$ cat config.mk
export PLATFORM = sky130hd
export DESIGN_NAME = fetch_queue
export DESIGN_NICKNAME = d
export VERILOG_FILES = /design/src/rtl/fetch_queue.sv
export SDC_FILE = /design/constraint.sdc
export NUM_CORES = 1
export LEC_CHECK = 0
export ABC_AREA = 1
export BUFFER_PORTS_ARGS = -buffer_cell sky130_fd_sc_hd__buf_4
export CELL_PAD_IN_SITES_DETAIL_PLACEMENT = 2
export CELL_PAD_IN_SITES_GLOBAL_PLACEMENT = 2
export CORE_MARGIN = 4
export CORE_UTILIZATION = 42
export CTS_CLUSTER_DIAMETER = 80
export DETAILED_ROUTE_END_ITERATION = 8
export PLACE_DENSITY_LB_ADDON = 0.05
export SKIP_LAST_GASP = 1
export SYNTH_ARGS = -nofsm -noshare
export SYNTH_HDL_FRONTEND = slang
export SYNTH_SLANG_ARGS = --single-unit
$ cat constraint.sdc
create_clock -name clk -period 16.52 [get_ports clk]
set_input_delay 2.478 -clock clk [delete_from_list [all_inputs] [get_ports clk]]
set_output_delay 2.478 -clock clk [all_outputs]
set_load 0.01 [all_outputs]
$ cat src/rtl/fetch_queue.sv
// Circular fetch-bundle queue between the IFU and decode, with registered back-pressure.
// Optional same-cycle bypass when empty: define FETCH_QUEUE_BYPASS_EN.
module fetch_queue #(
  parameter int unsigned FETCH_WIDTH     = 1,
  parameter int unsigned INST_ADDR_WIDTH = 32,
  parameter int unsigned DEPTH           = 4
) (
  input  logic                              clk,
  input  logic                              reset,
  input  logic                              in_valid,
  input  logic [FETCH_WIDTH-1:0][31:0]      in_inst,
  input  logic [INST_ADDR_WIDTH-1:0]        in_pc,
  input  logic [INST_ADDR_WIDTH-1:0]        in_pc_plus_4,
  input  logic                              flush,
  input  logic                              out_ready,
  output logic                              out_valid,
  output logic [FETCH_WIDTH-1:0][31:0]      out_inst,
  output logic [INST_ADDR_WIDTH-1:0]        out_pc,
  output logic [INST_ADDR_WIDTH-1:0]        out_pc_plus_4,
  output logic                              fetch_stall,
  output logic [$clog2(DEPTH+1)-1:0]        count
);

  localparam int unsigned PW = $clog2(DEPTH);
  localparam int unsigned CW = $clog2(DEPTH + 1);
  localparam logic [CW-1:0] FULL_CNT = CW'(DEPTH);

  logic [FETCH_WIDTH-1:0][31:0]   r_inst_mem [DEPTH];
  logic [INST_ADDR_WIDTH-1:0]     r_pc_mem   [DEPTH];
  logic [INST_ADDR_WIDTH-1:0]     r_pc4_mem  [DEPTH];
  logic [PW-1:0]                  r_rd_ptr;
  logic [PW-1:0]                  r_wr_ptr;
  logic [CW-1:0]                  r_count;

  logic w_empty;
  logic w_full;
  logic w_push;
  logic w_pop;
  logic w_bypass;

  assign w_empty = (r_count == '0);
  assign w_full  = (r_count == FULL_CNT);

`ifdef FETCH_QUEUE_BYPASS_EN
  assign w_bypass = w_empty && in_valid && !flush;
`else
  assign w_bypass = 1'b0;
`endif

  // A bypassed bundle that decode takes this cycle never lands in storage.
  assign w_push = in_valid && !w_full && !flush && !(w_bypass && out_ready);
  assign w_pop  = !w_empty && out_ready && !flush;

  always_ff @(posedge clk or posedge reset) begin
    if (reset) begin
      r_rd_ptr <= '0;
      r_wr_ptr <= '0;
      r_count  <= '0;
    end else if (flush) begin
      r_rd_ptr <= '0;
      r_wr_ptr <= '0;
      r_count  <= '0;
    end else begin
      if (w_push) r_wr_ptr <= r_wr_ptr + PW'(1);
      if (w_pop)  r_rd_ptr <= r_rd_ptr + PW'(1);
      case ({w_push, w_pop})
        2'b10:   r_count <= r_count + CW'(1);
        2'b01:   r_count <= r_count - CW'(1);
        default: r_count <= r_count;
      endcase
    end
  end

  always_ff @(posedge clk) begin
    if (w_push) begin
      r_inst_mem[r_wr_ptr] <= in_inst;
      r_pc_mem[r_wr_ptr]   <= in_pc;
      r_pc4_mem[r_wr_ptr]  <= in_pc_plus_4;
    end
  end

  // Storage is not reset, so the head is masked to zero while empty.
  always_comb begin
    out_valid     = !w_empty;
    out_inst      = '0;
    out_pc        = '0;
    out_pc_plus_4 = '0;
    if (!w_empty) begin
      out_inst      = r_inst_mem[r_rd_ptr];
      out_pc        = r_pc_mem[r_rd_ptr];
      out_pc_plus_4 = r_pc4_mem[r_rd_ptr];
    end else if (w_bypass) begin
      out_valid     = 1'b1;
      out_inst      = in_inst;
      out_pc        = in_pc;
      out_pc_plus_4 = in_pc_plus_4;
    end
  end

  assign fetch_stall = w_full;
  assign count       = r_count;

endmodule

==> impl_metrics.env, run 1 <==
export IMPL_period_share_pct=37.0
export IMPL_synthArstFlopShare_pct=1.79
export IMPL_skew_ns=0.00564
export IMPL_worstPathMaxFanout=97
export IMPL_antenna_found_initial=1
export IMPL_synth_edf_count=384
export IMPL_ys_seq_area_share_pct=76.5
export IMPL_sw_frac_of_total_pct=33.1
export IMPL_ant_nets=0
export IMPL_viasPerCell=5.38
export IMPL_io_pins=202
export IMPL_yosysMostFrequentCell="nor2_1"
export IMPL_cts_tree="built"
export IMPL_seq_power_share_pct=40.3
export IMPL_vias=10100
export IMPL_dpl_hpwl_mm=25.7
export IMPL_synth_warnings=0
export IMPL_power_density_nw_per_um2=160
export IMPL_dieWidth_um=199
export IMPL_insertion_delay_ns=0.52
export IMPL_cts_sinks=391
export IMPL_combPwrFrac_pct=30.6
export IMPL_fin_util_pct=51.4
export IMPL_ctsResizeCount=0
export IMPL_synth_avg_cell_area_um2=12.8
export IMPL_worst_slew_pin_slew_ns=1.10
export IMPL_syn_num_nets=1304
export IMPL_synth_top_area_share_pct=75.3
export IMPL_diodes=0
export IMPL_p_sw_w=0.000973
export IMPL_worst_setup_path_start_kind="flop"
export IMPL_drv_slew=0
export IMPL_synth_main_ff_cell="edfxtp_1"
export IMPL_tns_ns=0
export IMPL_synthCells=1198
export IMPL_die_area_um2=39600
export IMPL_cts_root_buf="clkbuf_16"
export IMPL_yosys_area_top_type="edfxtp_1"
export IMPL_cts_setup_buffers=0
export IMPL_peakVddDrop_mv=0.110
export IMPL_dp_slack_ns=10.87
export IMPL_die_h_um=199
export IMPL_setup_ws_ns=10.40
export IMPL_routedWlPerCell_um=23.3
export IMPL_core_area_um2=35700
export IMPL_grt_pass1_wl_mm=66.2
export IMPL_p_int_w=0.00197
export IMPL_synth_area_leaders="edfxtp_1 75%, nor2_1 9.5%, o21ai_1 5.6%, a21oi_1 3.2%, dfrtp_1 1.1%"
export IMPL_crit_arrival_ns=3.64
export IMPL_placementRows=69
export IMPL_routabilityCongestion=0.722
export IMPL_cts_buffers=42
export IMPL_slew_headroom_pct=26.8
export IMPL_rsz0062_at_grt="false"
export IMPL_cp_end_kind="output pin"
export IMPL_path_clk_slew_ns=0.06
export IMPL_wirelength_mm=43.6
export IMPL_required_ns=14.04
export IMPL_grt_max_degree=98
export IMPL_ys_seq_elements=391
export IMPL_setup_viol=0
export IMPL_status="finished clean"
export IMPL_place_inst=1800
export IMPL_fmax_mhz=163
export IMPL_drt_iter0_drc=619
export IMPL_min_period_ns=6.12
export IMPL_synthTopCellsByCount="389 x nor2_1, 384 x edfxtp_1, 170 x o21ai_1, 99 x a21oi_1, 28 x buf_2"
export IMPL_cts_buffer_depth=3
export IMPL_drt_first_pass_iters=5
export IMPL_grt_pass1_vias=11300
export IMPL_h_tree_depth=2
export IMPL_stdcell_count=1872
export IMPL_finalNetCount=1489
export IMPL_hold_viol=0
export IMPL_hold_path_class="flop to flop"
export IMPL_critical_path_class="flop to output pin"
export IMPL_start_util_pct=42.8
export IMPL_leakagePower_nw=6.54
export IMPL_cts_hold_buf=0
export IMPL_power_share_clock_pct=29.1
export IMPL_ys_types=21
export IMPL_drc=0
export IMPL_drive_above_1_share_pct=19.7
export IMPL_grt_overflow=0
export IMPL_holdWs_ns=0.591
export IMPL_fillers=3482
export IMPL_cap_violations=0
export IMPL_port_buffers=201
export IMPL_syn_area_um2=15300
export IMPL_grtUsageTotal_pct=21.7
export IMPL_area_growth_pct=20.0
## cells in the final DEF, fill, tap and decap left out, types with 2 or more instances in the layout
master     Yosys  final
nor2_1       389    385
edfxtp_1     384    384
buf_4         18    215
o21ai_1      170    170
a21oi_1       99     99
clkbuf_16      0     45
o21ai_0       26     26
nand2_1       20     20
clkbuf_1      19     14
inv_1         11     11
clkinv_1       0     10
clkinv_2       0      5
dfrtp_1        7      5
nor2_4         0      4
ha_1           4      4
nor2_2         2      2
inv_2          5      2
nand3_1        2      2
nand2_2        2      2
dfrtp_4        0      2
## cell families after synthesis
group	after synthesis	share of synthesized area, %
buffers and inverters	90	3.07
DFF	391	76.5
and+or+nand+nor	415	10.3
AOI/OAI and AO/OA	296	9.69
adders and majority gates	5	0.458
xor gates and xnor gates	1	0.0572
## power by group through the flow
| stage | combinational [W] | sequential, W | clock, W |
|---|---|---|---|
| 3_5_place_dp | 0.000918 | 0.00121 | 0 |
| 3_3_place_gp | 0.000894 | 0.00120 | 0 |
| 5_1_grt | 0.000992 | 0.00119 | 0.000923 |
| 2_1_floorplan | 0.000492 | 0.00119 | 0 |
| 6_report | 0.000899 | 0.00119 | 0.000856 |
| 4_1_cts | 0.000924 | 0.00119 | 0.000879 |
## critical path: stages (launching register included)
cell	delay, ns
dfrtp_4	0.63
inv_6	0.58
buf_4	0.94
o21ai_0	0.34
a21oi_1	0.31
buf_4	0.18
## per-layer routing
layer  GRT usage (%)  part of all wire, %  up-vias
met5               0                0.030        -
met4            4.48                  1.5        2
met3            3.73                  4.5       51
met2            38.6                   51      216
met1            28.2                   43     5195
li1                -                    -     4604
## per-stage QoR
| stage | cell area (µm²) | total power [W] |
|---|---|---|
| finish | 18400 | 0.00294 |
| global route | 18400 | 0.00311 |
| CTS | 18400 | 0.00299 |
| detailed placement | 17100 | 0.00212 |
| global placement | 17100 | 0.00210 |
| floorplan | 15300 | 0.00169 |
## flip-flops by register name, indices dropped and copies added, names as in the netlist
register	cells
r_pc4_mem	128
r_rd_ptr	2
r_inst_mem	128
r_pc_mem	128
r_wr_ptr	2
count	3
## path summary, 6_finish.rpt
path	from	endpoint	slack, ns	cells past startpoint
max	r_rd_ptr[0]	out_pc_plus_4[31]	10.40	5
min	count[0]	count[0]	0.59	1
max reg2reg	count[1]	r_pc_mem[0][13]	13.49	7
min reg2reg	count[0]	count[0]	0.59	1
max in group asynchronous	reset	r_rd_ptr[1]	14.34	2
min in group asynchronous	reset	count[1]	1.91	2
## cell type report
| class | count | area [µm²] | area share, % |
|---|---|---|---|
| Clock buffer | 59 | 1180 | 6.42 |
| Clock inverter | 13 | 52.6 | 0.286 |
| Inverter | 16 | 67.6 | 0.368 |
| Multi-Input combinational cell | 717 | 3160 | 17.2 |
| Sequential cell | 391 | 11700 | 63.8 |
| Tap cell | 461 | 577 | 3.14 |
| Timing Repair Buffer | 215 | 1610 | 8.79 |
Power figures use the tool's default switching activity.
==> run 2: changes to the inputs <==
- CORE_UTILIZATION: 42 -> 39
- clock period: 16.52 -> 5.7 ns (I/O delays scaled with it)
==> run 2 against run 1 <==
Effect of this change:
- global-route usage decreased by 1.2 points
- clock-buffer cell count increased by 2
- non-clock buffer count increased by 2
- register-to-register slack got worse by 11 ns
- die area increased by 7.4%
- sequential power increased to 2.9 times the previous value
- hold slack got worse by 0.32 ns
- sequential share of layout area decreased by 0.42 points
- critical path type unchanged
- largest power group unchanged
==> impl_metrics.env, run 2 (same netlist as run 1, synthesis figures left out) <==
export IMPL_status="finished clean"
export IMPL_multi_input_area_um2=3160
export IMPL_required_ns=4.85
export IMPL_grt_overflow=0
export IMPL_drive_above_1_share_pct=19.9
export IMPL_crit_arrival_ns=3.19
export IMPL_area_growth_pct=20.8
export IMPL_p_total_w=0.00859
export IMPL_cp_end_kind="output pin"
export IMPL_insertion_delay_ns=0.56
export IMPL_slew_headroom_pct=22.8
export IMPL_cts_root_buf="clkbuf_16"
export IMPL_skew_ns=0.0142
export IMPL_min_period_ns=4.04
export IMPL_leakagePower_nw=6.56
export IMPL_area_sequential_um2=11700
export IMPL_fmax_mhz=247
export IMPL_io_pins=202
export IMPL_period_share_pct=70.9
export IMPL_dpl_hpwl_mm=25.8
export IMPL_grt_pass1_wl_mm=66.7
export IMPL_wirelength_mm=43.7
export IMPL_viasPerCell=5.17
export IMPL_cts_buffers=43
export IMPL_cts_hold_buf=0
export IMPL_placementRows=72
export IMPL_worst_slew_pin_slew_ns=1.16
export IMPL_core_area_um2=38700
export IMPL_antenna_found_initial=1
export IMPL_cts_buffer_depth=3
export IMPL_final_cell_mix="385 x nor2_1, 384 x edfxtp_1, 216 x buf_4"
export IMPL_drt_first_pass_iters=5
export IMPL_hold_viol=0
export IMPL_layout_commonest_cell="nor2_1"
export IMPL_fillers=3797
export IMPL_cts_setup_buffers=0
export IMPL_finalNetCount=1492
export IMPL_drv_slew=0
export IMPL_critical_path_class="flop to output pin"
export IMPL_peakVddDrop_mv=0.290
export IMPL_worst_setup_path_start_kind="flop"
export IMPL_path_clk_slew_ns=0.05
export IMPL_grt_max_degree=144
export IMPL_vias=10000
export IMPL_drt_iter0_drc=492
export IMPL_h_tree_depth=2
export IMPL_die_area_um2=42500
export IMPL_fin_util_pct=47.7
export IMPL_cts_sinks=391
export IMPL_holdWs_ns=0.272
export IMPL_worstPathMaxFanout=143
export IMPL_grt_pass1_vias=11500
export IMPL_ant_nets=0
export IMPL_ctsResizeCount=0
export IMPL_routabilityCongestion=0.705
export IMPL_power_density_nw_per_um2=464
export IMPL_reg_top3="r_inst_mem (128), r_pc4_mem (128), r_pc_mem (128)"
export IMPL_cap_violations=0
export IMPL_hold_path_class="primary input to async pin"
export IMPL_diodes=0
export IMPL_port_buffers=201
export IMPL_start_util_pct=39.5
export IMPL_die_h_um=206
export IMPL_setup_viol=0
export IMPL_dieWidth_um=206
export IMPL_rsz0062_at_grt="false"
export IMPL_grtUsageTotal_pct=20.6
export IMPL_drc=0
export IMPL_cts_tree="built"
export IMPL_routedWlPerCell_um=22.6
[run 2: through the flow]
| stage | TNS [ns] | setup slack (ns) | instances | area (µm²) |
|---|---|---|---|---|
| after floorplan | -11.20 | -0.0292 | 1198 | 15300 |
| after global placement | 0 | 2.20 | 1859 | 17200 |
| after detailed placement | 0 | 2.15 | 1859 | 17200 |
| after CTS | 0 | 1.55 | 1934 | 18500 |
| after global routing | 0 | 1.42 | 1934 | 18500 |
| final | 0 | 1.66 | 1934 | 18500 |
[run 2: power by group]
group,internal (W),switching (W)
Combinational,0.000948,0.00168
Clock,0.00145,0.00107
Sequential,0.00334,0.000106
Total,0.00573,0.00285
[run 2: cell type report]
class                           count  area share, %
Clock buffer                       61           6.47
Multi-Input combinational cell    717           17.1
Sequential cell                   391           63.4
Timing Repair Buffer              217           8.88
Inverter                           16          0.372
Tap cell                          518           3.51
Clock inverter                     14          0.311
[run 2: final timing paths]
check	end	slack, ns	cells past startpoint	start
max reg2reg	r_pc_mem[1][13]	2.94	7	count[0]
min	count[1]	0.27	2	reset
max	out_inst[8]	1.66	5	r_rd_ptr[0]
max in group asynchronous	r_rd_ptr[0]	5.14	2	reset
min in group clk	r_inst_mem[0][5]	0.50	1	in_inst[5]
min reg2reg	count[0]	0.59	1	count[0]
[run 2: critical path, cell delays in order, from the launching register on]
cell,delay (ns)
dfrtp_4,0.70
inv_6,0.90
buf_4,0.47
o21ai_1,0.14
a21oi_1,0.21
buf_4,0.17
[run 2: per-layer routing]
layer  vias up  global-route usage [%]  part of all wire (%)
met5         -                       0                 0.030
met4         2                    5.01                   1.9
met3        62                    4.08                   4.5
met2       188                    37.7                    53
met1      5130                    24.9                    41
li1       4621                       -                     -
